## src/rtl/floor_request_input.sv

```systemverilog
// Floor-call pushbutton front end: 2-flop sync, tick-sampled debounce FSM per button, request latch.
// Optional FLOOR_REQ_CANCEL_EN: a fresh press on an already-latched floor cancels that request.
module floor_request_input #(
    parameter int N_FLOORS        = 8,
    parameter int DEBOUNCE_CYCLES = 100_000,
    parameter int STABLE_TICKS    = 3
) (
    input  logic                CLK,
    input  logic                RST_N,
    input  logic [N_FLOORS-1:0] BTN_RAW,
    input  logic [3:0]          floor,
    input  logic                arrive,
    output logic [N_FLOORS-1:0] floor_btn,
    output logic                req_any,
    output logic                btn_event
);

    localparam int TICK_W = (DEBOUNCE_CYCLES > 1) ? $clog2(DEBOUNCE_CYCLES) : 1;
    localparam int CNT_W  = $clog2(STABLE_TICKS + 1);
    localparam logic [TICK_W-1:0] TICK_LAST = TICK_W'(DEBOUNCE_CYCLES - 1);
    localparam logic [CNT_W-1:0]  CNT_LAST  = CNT_W'(STABLE_TICKS - 1);
    localparam logic [CNT_W-1:0]  CNT_ONE   = CNT_W'(1);

    typedef enum logic [1:0] {
        REL       = 2'd0,
        PRESS_CHK = 2'd1,
        HELD      = 2'd2,
        REL_CHK   = 2'd3
    } db_state_t;

    logic [N_FLOORS-1:0] sync1_r;
    logic [N_FLOORS-1:0] sync2_r;
    logic [TICK_W-1:0]   tick_cnt_r;
    logic                tick_s;
    db_state_t           state_r [N_FLOORS];
    logic [CNT_W-1:0]    cnt_r   [N_FLOORS];
    logic [N_FLOORS-1:0] press_s;
    logic [N_FLOORS-1:0] clr_s;
    logic [N_FLOORS-1:0] next_btn_s;
    logic                set_any_s;

    // Two-flop synchroniser for the asynchronous buttons
    always_ff @(posedge CLK or negedge RST_N) begin
        if (!RST_N) begin
            sync1_r <= {N_FLOORS{1'b0}};
            sync2_r <= {N_FLOORS{1'b0}};
        end else begin
            sync1_r <= BTN_RAW;
            sync2_r <= sync1_r;
        end
    end

    // Shared sample-tick divider; tick marks the cycle the counter wraps
    always_ff @(posedge CLK or negedge RST_N) begin
        if (!RST_N) begin
            tick_cnt_r <= {TICK_W{1'b0}};
        end else if (tick_s) begin
            tick_cnt_r <= {TICK_W{1'b0}};
        end else begin
            tick_cnt_r <= tick_cnt_r + TICK_W'(1);
        end
    end

    assign tick_s = (tick_cnt_r == TICK_LAST);

    // Press strobe: fires on the tick that accepts a new pressed level
    always_comb begin
        for (int i = 0; i < N_FLOORS; i++) begin
            press_s[i] = 1'b0;
            if (tick_s && sync2_r[i]) begin
                case (state_r[i])
                    REL:       press_s[i] = (STABLE_TICKS == 1);
                    PRESS_CHK: press_s[i] = (cnt_r[i] == CNT_LAST);
                    default:   press_s[i] = 1'b0;
                endcase
            end else begin
                press_s[i] = 1'b0;
            end
        end
    end

    // Per-button debounce FSM; state only moves on a sample tick
    always_ff @(posedge CLK or negedge RST_N) begin
        if (!RST_N) begin
            for (int i = 0; i < N_FLOORS; i++) begin
                state_r[i] <= REL;
                cnt_r[i]   <= {CNT_W{1'b0}};
            end
        end else if (tick_s) begin
            for (int i = 0; i < N_FLOORS; i++) begin
                case (state_r[i])
                    REL: begin
                        if (sync2_r[i]) begin
                            if (STABLE_TICKS == 1) begin
                                state_r[i] <= HELD;
                            end else begin
                                state_r[i] <= PRESS_CHK;
                                cnt_r[i]   <= CNT_ONE;
                            end
                        end
                    end
                    PRESS_CHK: begin
                        if (!sync2_r[i]) begin
                            state_r[i] <= REL;
                        end else if (cnt_r[i] == CNT_LAST) begin
                            state_r[i] <= HELD;
                        end else begin
                            cnt_r[i] <= cnt_r[i] + CNT_ONE;
                        end
                    end
                    HELD: begin
                        if (!sync2_r[i]) begin
                            if (STABLE_TICKS == 1) begin
                                state_r[i] <= REL;
                            end else begin
                                state_r[i] <= REL_CHK;
                                cnt_r[i]   <= CNT_ONE;
                            end
                        end
                    end
                    REL_CHK: begin
                        if (sync2_r[i]) begin
                            state_r[i] <= HELD;
                        end else if (cnt_r[i] == CNT_LAST) begin
                            state_r[i] <= REL;
                        end else begin
                            cnt_r[i] <= cnt_r[i] + CNT_ONE;
                        end
                    end
                    default: state_r[i] <= REL;
                endcase
            end
        end
    end

    // Request next-state: arrival clear beats a coincident press
    always_comb begin
        for (int i = 0; i < N_FLOORS; i++) begin
            clr_s[i]      = arrive && (floor == 4'(i));
            next_btn_s[i] = floor_btn[i];
            if (clr_s[i]) begin
                next_btn_s[i] = 1'b0;
            end else if (press_s[i]) begin
`ifdef FLOOR_REQ_CANCEL_EN
                next_btn_s[i] = ~floor_btn[i];
`else
                next_btn_s[i] = 1'b1;
`endif
            end else begin
                next_btn_s[i] = floor_btn[i];
            end
        end
        set_any_s = |(next_btn_s & ~floor_btn);
    end

    // Registered request vector and new-request pulse
    always_ff @(posedge CLK or negedge RST_N) begin
        if (!RST_N) begin
            floor_btn <= {N_FLOORS{1'b0}};
            btn_event <= 1'b0;
        end else begin
            floor_btn <= next_btn_s;
            btn_event <= set_any_s;
        end
    end

    assign req_any = |floor_btn;

endmodule

```

## config.mk

```make
export PLATFORM = sky130hd
export DESIGN_NAME = floor_request_input
export DESIGN_NICKNAME = d
export VERILOG_FILES = /design/src/rtl/floor_request_input.sv
export SDC_FILE = /design/constraint.sdc
export NUM_CORES = 1
export LEC_CHECK = 0
export ABC_CLOCK_PERIOD_IN_PS = 2600
export CORE_MARGIN = 2
export CORE_UTILIZATION = 40
export CTS_CLUSTER_DIAMETER = 30
export CTS_CLUSTER_SIZE = 30
export DETAILED_ROUTE_END_ITERATION = 16
export PLACE_DENSITY_LB_ADDON = 0.1
export SLEW_MARGIN = 20
export SYNTH_ARGS = -nofsm -noshare
export SYNTH_HDL_FRONTEND = slang
export SYNTH_SLANG_ARGS = --single-unit
```

## constraint.sdc

```tcl
create_clock -name CLK -period 2.6 [get_ports CLK]
set_input_delay 0.78 -clock CLK [delete_from_list [all_inputs] [get_ports CLK]]
set_output_delay 0.78 -clock CLK [all_outputs]
set_load 0.005 [all_outputs]
```

==> results.py <==
metrics = {
    "sta": {
        "rsz0062_at_grt": "false",
        "fin_skew_ns": 0.0130,
        "timing.final.crit_share": 0.933,
        "slew_violations": 0,
        "final.setup.tns_ns": 0,
        "layout_setup_ws_ns": 0.173,
        "setup_viol": 0,
        "holdWs_ns": 0.353,
        "maxSlewHeadroom": 0.607,
        "fin_crit_ns": 2.43,
        "worst_pin_slew_ns": 0.584,
        "max_freq_mhz": 412,
        "report.final.hold_viol_count": 0,
    },
    "critical_path": {
        "worstSetupStartpointType": "flop",
        "critPathMaxFanout": 4,
        "arrival_ns": 1.65,
        "reg2reg_depth": 4,
        "end_kind": "output pin",
        "crit_path_end": "req_any",
        "r2r_slack_ns": 0.25,
        "crit_start": "floor_btn[5]$_DFF_PN0_",
        "crit_type": "reg -> out",
        "r2r-start": "tick_cnt_r[12]$_DFF_PN0_",
        "critPathRequiredTime_ns": 1.82,
    },
    "floorplan": {
        "io_pins": 25,
        "core_mm2": 0.00830,
        "die-area_mm2": 0.00938,
        "initial_core_util": 0.415,
        "die_w_um": 96.8,
        "rows": 33,
        "die_y_um": 96.8,
    },
    "clock_network": {
        "cts_root_buffer": "clkbuf_8",
        "cts_setup_buffers": 0,
        "clk_latency_ns": 0.35,
        "cts.sinks": 74,
        "clkSlewWorstSetupHoldPaths_ns": 0.08,
        "cts-buffers-inserted": 9,
        "htreeDepth": 3,
        "cts_tree": "yes",
        "clk_path_buf_depth": 2,
        "hold_buffers": 0,
        "ctsResizeCount": 0,
    },
    "cells_and_area": {
        "fillers": 751,
        "stdcell_area_mm2": 0.00406,
        "n_antenna_cell": 0,
        "fin_cells": 462,
        "final_util": 0.489,
        "regArea_mm2": 0.00185,
        "drive_above_1_share": 0.109,
        "nets": 377,
        "area_growth_syn_to_layout_pct": 17.8,
        "multi_input_area_mm2": 0.00151,
    },
    "power": {
        "power_frac_clock": 0.424,
        "powerDensity_mw_per_mm2": 566,
        "switchingPower_mw": 0.519,
        "vdd_ir_drop_max_mv": 0.227,
        "seqPwrFrac": 0.522,
        "power.total_mw": 2.30,
        "swShare": 0.226,
        "cellLeakagePower_nw": 1.74,
        "internal_power_mw": 1.78,
        "p_comb_frac": 0.055,
    },
    "synth": {
        "synth-edff-count": 0,
        "async_flop_share": 1.00,
        "synth_flop_cell": "dfrtp_1",
        "yosysWarnings": 0,
        "synth_area_mm2": 0.00345,
        "yosysUniqueCellTypes": 46,
        "ys_seq_elements": 74,
        "synthesis.nets": 344,
        "postSynthAreaPerCell_um2": 10.8,
        "ys_seq_area_frac": 0.537,
        "syn_inst": 320,
    },
    "global_route": {
        "grt_max_degree": 44,
        "grt_pass1_wl_mm": 11.3,
        "antenna_found_initial": 0,
        "gr-usage-all-layers": 0.151,
        "first_global_vias": 2340,
        "overflow": 0,
    },
    "detailed_routing": {
        "num_vias": 2394,
        "via_per_inst": 5.18,
        "first_pass_iters": 4,
        "drc": 0,
        "drtIter0Drc": 57,
        "drtAntennaViolNets": 0,
        "wirelength_mm": 6.66,
        "routedWlPerCell_um": 14.4,
    },
    "min_path": {
        "hp-class": "reg -> reg",
    },
    "job": {
        "maxCapViolations": 0,
    },
    "placed_design": {
        "place.gp.congestion": 0.754,
        "dp_hpwl_mm": 4.55,
        "post-place-cells": 447,
        "place_area_mm2": 0.00383,
        "port_buffers": 24,
        "place_ws_ns": 0.172,
    },
    "status": {
        "outcome": "finished clean",
    },
}
cells by family (layout without fill, tap and decap cells):
group | Yosys count | count (layout) | share of synthesized area
simple gates | 128 | 128 | 0.201
flops | 74 | 74 | 0.537
compound gates | 55 | 55 | 0.113
xor+xnor | 23 | 23 | 0.0584
buf+inv | 22 | 59 | 0.0290
fa+ha+maj | 9 | 9 | 0.0327
mux | 9 | 9 | 0.0283
critical path: stages (launching register included):
cell	delay, ns
dfrtp_1	0.44
nor4_2	0.29
nand2_1	0.12
clkdlybuf4s50_1	0.46
synth_stat cells, drive strengths merged (2+ instances only):
master / count / share of area
dfrtp: 74 / 0.54
nand2: 48 / 0.052
nor2: 25 / 0.032
inv: 16 / 0.017
nand3: 16 / 0.023
xor2: 14 / 0.036
a21oi: 12 / 0.017
a22o: 11 / 0.028
ha: 9 / 0.033
xnor2: 9 / 0.023
o31ai: 8 / 0.017
mux2: 6 / 0.020
nand4: 6 / 0.011
nor4b: 6 / 0.017
o21ai: 6 / 0.0087
a22oi: 5 / 0.011
nor4: 5 / 0.015
and2: 4 / 0.0073
buf: 4 / 0.0094
nor3: 4 / 0.0087
a31oi: 3 / 0.0054
mux2i: 3 / 0.0087
nor3b: 3 / 0.0065
o21a: 3 / 0.0065
a2111oi: 2 / 0.0051
a2bb2oi: 2 / 0.0069
clkbuf: 2 / 0.0022
nand2b: 2 / 0.0036
nor2b: 2 / 0.0036
or4b: 2 / 0.0080
worst min-delay path by stage:
stage	slack (ns)	from	endpoint	cells past startpoint
finish	0.35	sync1_r[0]$_DFF_PN0_	sync2_r[0]$_DFF_PN0_	0
global route	0.36	sync1_r[5]$_DFF_PN0_	sync2_r[5]$_DFF_PN0_	0
CTS	0.36	sync1_r[6]$_DFF_PN0_	sync2_r[6]$_DFF_PN0_	0
detailed placement	0.34	sync1_r[6]$_DFF_PN0_	sync2_r[6]$_DFF_PN0_	0
global placement	0.33	sync1_r[6]$_DFF_PN0_	sync2_r[6]$_DFF_PN0_	0
floorplan	0.33	sync1_r[0]$_DFF_PN0_	sync2_r[0]$_DFF_PN0_	0
cells in the final DEF, fill, tap and decap left out, types with 3 or more instances in the layout:
master,count
buf_4,3
mux2i_1,3
clkdlybuf4s50_1,23
inv_1,16
nand2_1,48
xnor2_1,9
ha_1,9
clkbuf_8,9
mux2_2,4
nand4_1,6
a31oi_1,3
nor4_2,3
dfrtp_1,74
nor3b_1,3
a21oi_1,12
and2_1,4
a22o_1,11
a22oi_1,5
nand3_1,16
o31ai_1,8
nor2_1,23
nor4b_1,5
o21ai_0,6
o21a_1,3
xor2_1,14
metal layers:
metal | global-route usage | vias to the layer above | routed length (um)
li1 | - | 1197 | -
met4 | 0.0390 | 0 | 66
met5 | 0 | - | 0
met2 | 0.232 | 36 | 3030
met1 | 0.204 | 1157 | 3310
met3 | 0.0506 | 4 | 254
power by group through the flow:
stage / logic [mW] / clock network, mW / registers [mW]
final: 0.125 / 0.974 / 1.20
after global routing: 0.141 / 1.07 / 1.20
after detailed placement: 0.125 / 0 / 1.22
after global placement: 0.125 / 0 / 1.22
after CTS: 0.126 / 1.02 / 1.20
after floorplan: 0.0334 / 0 / 1.21
layout make-up:
type / count / share of cell area
Tap cell: 105 / 0.0324
Timing Repair Buffer: 28 / 0.0721
Inverter: 16 / 0.0148
Clock inverter: 6 / 0.0228
Multi-Input combinational cell: 224 / 0.371
Sequential cell: 74 / 0.456
Clock buffer: 9 / 0.0305
No activity file was read; power rests on OpenSTA's default activity.
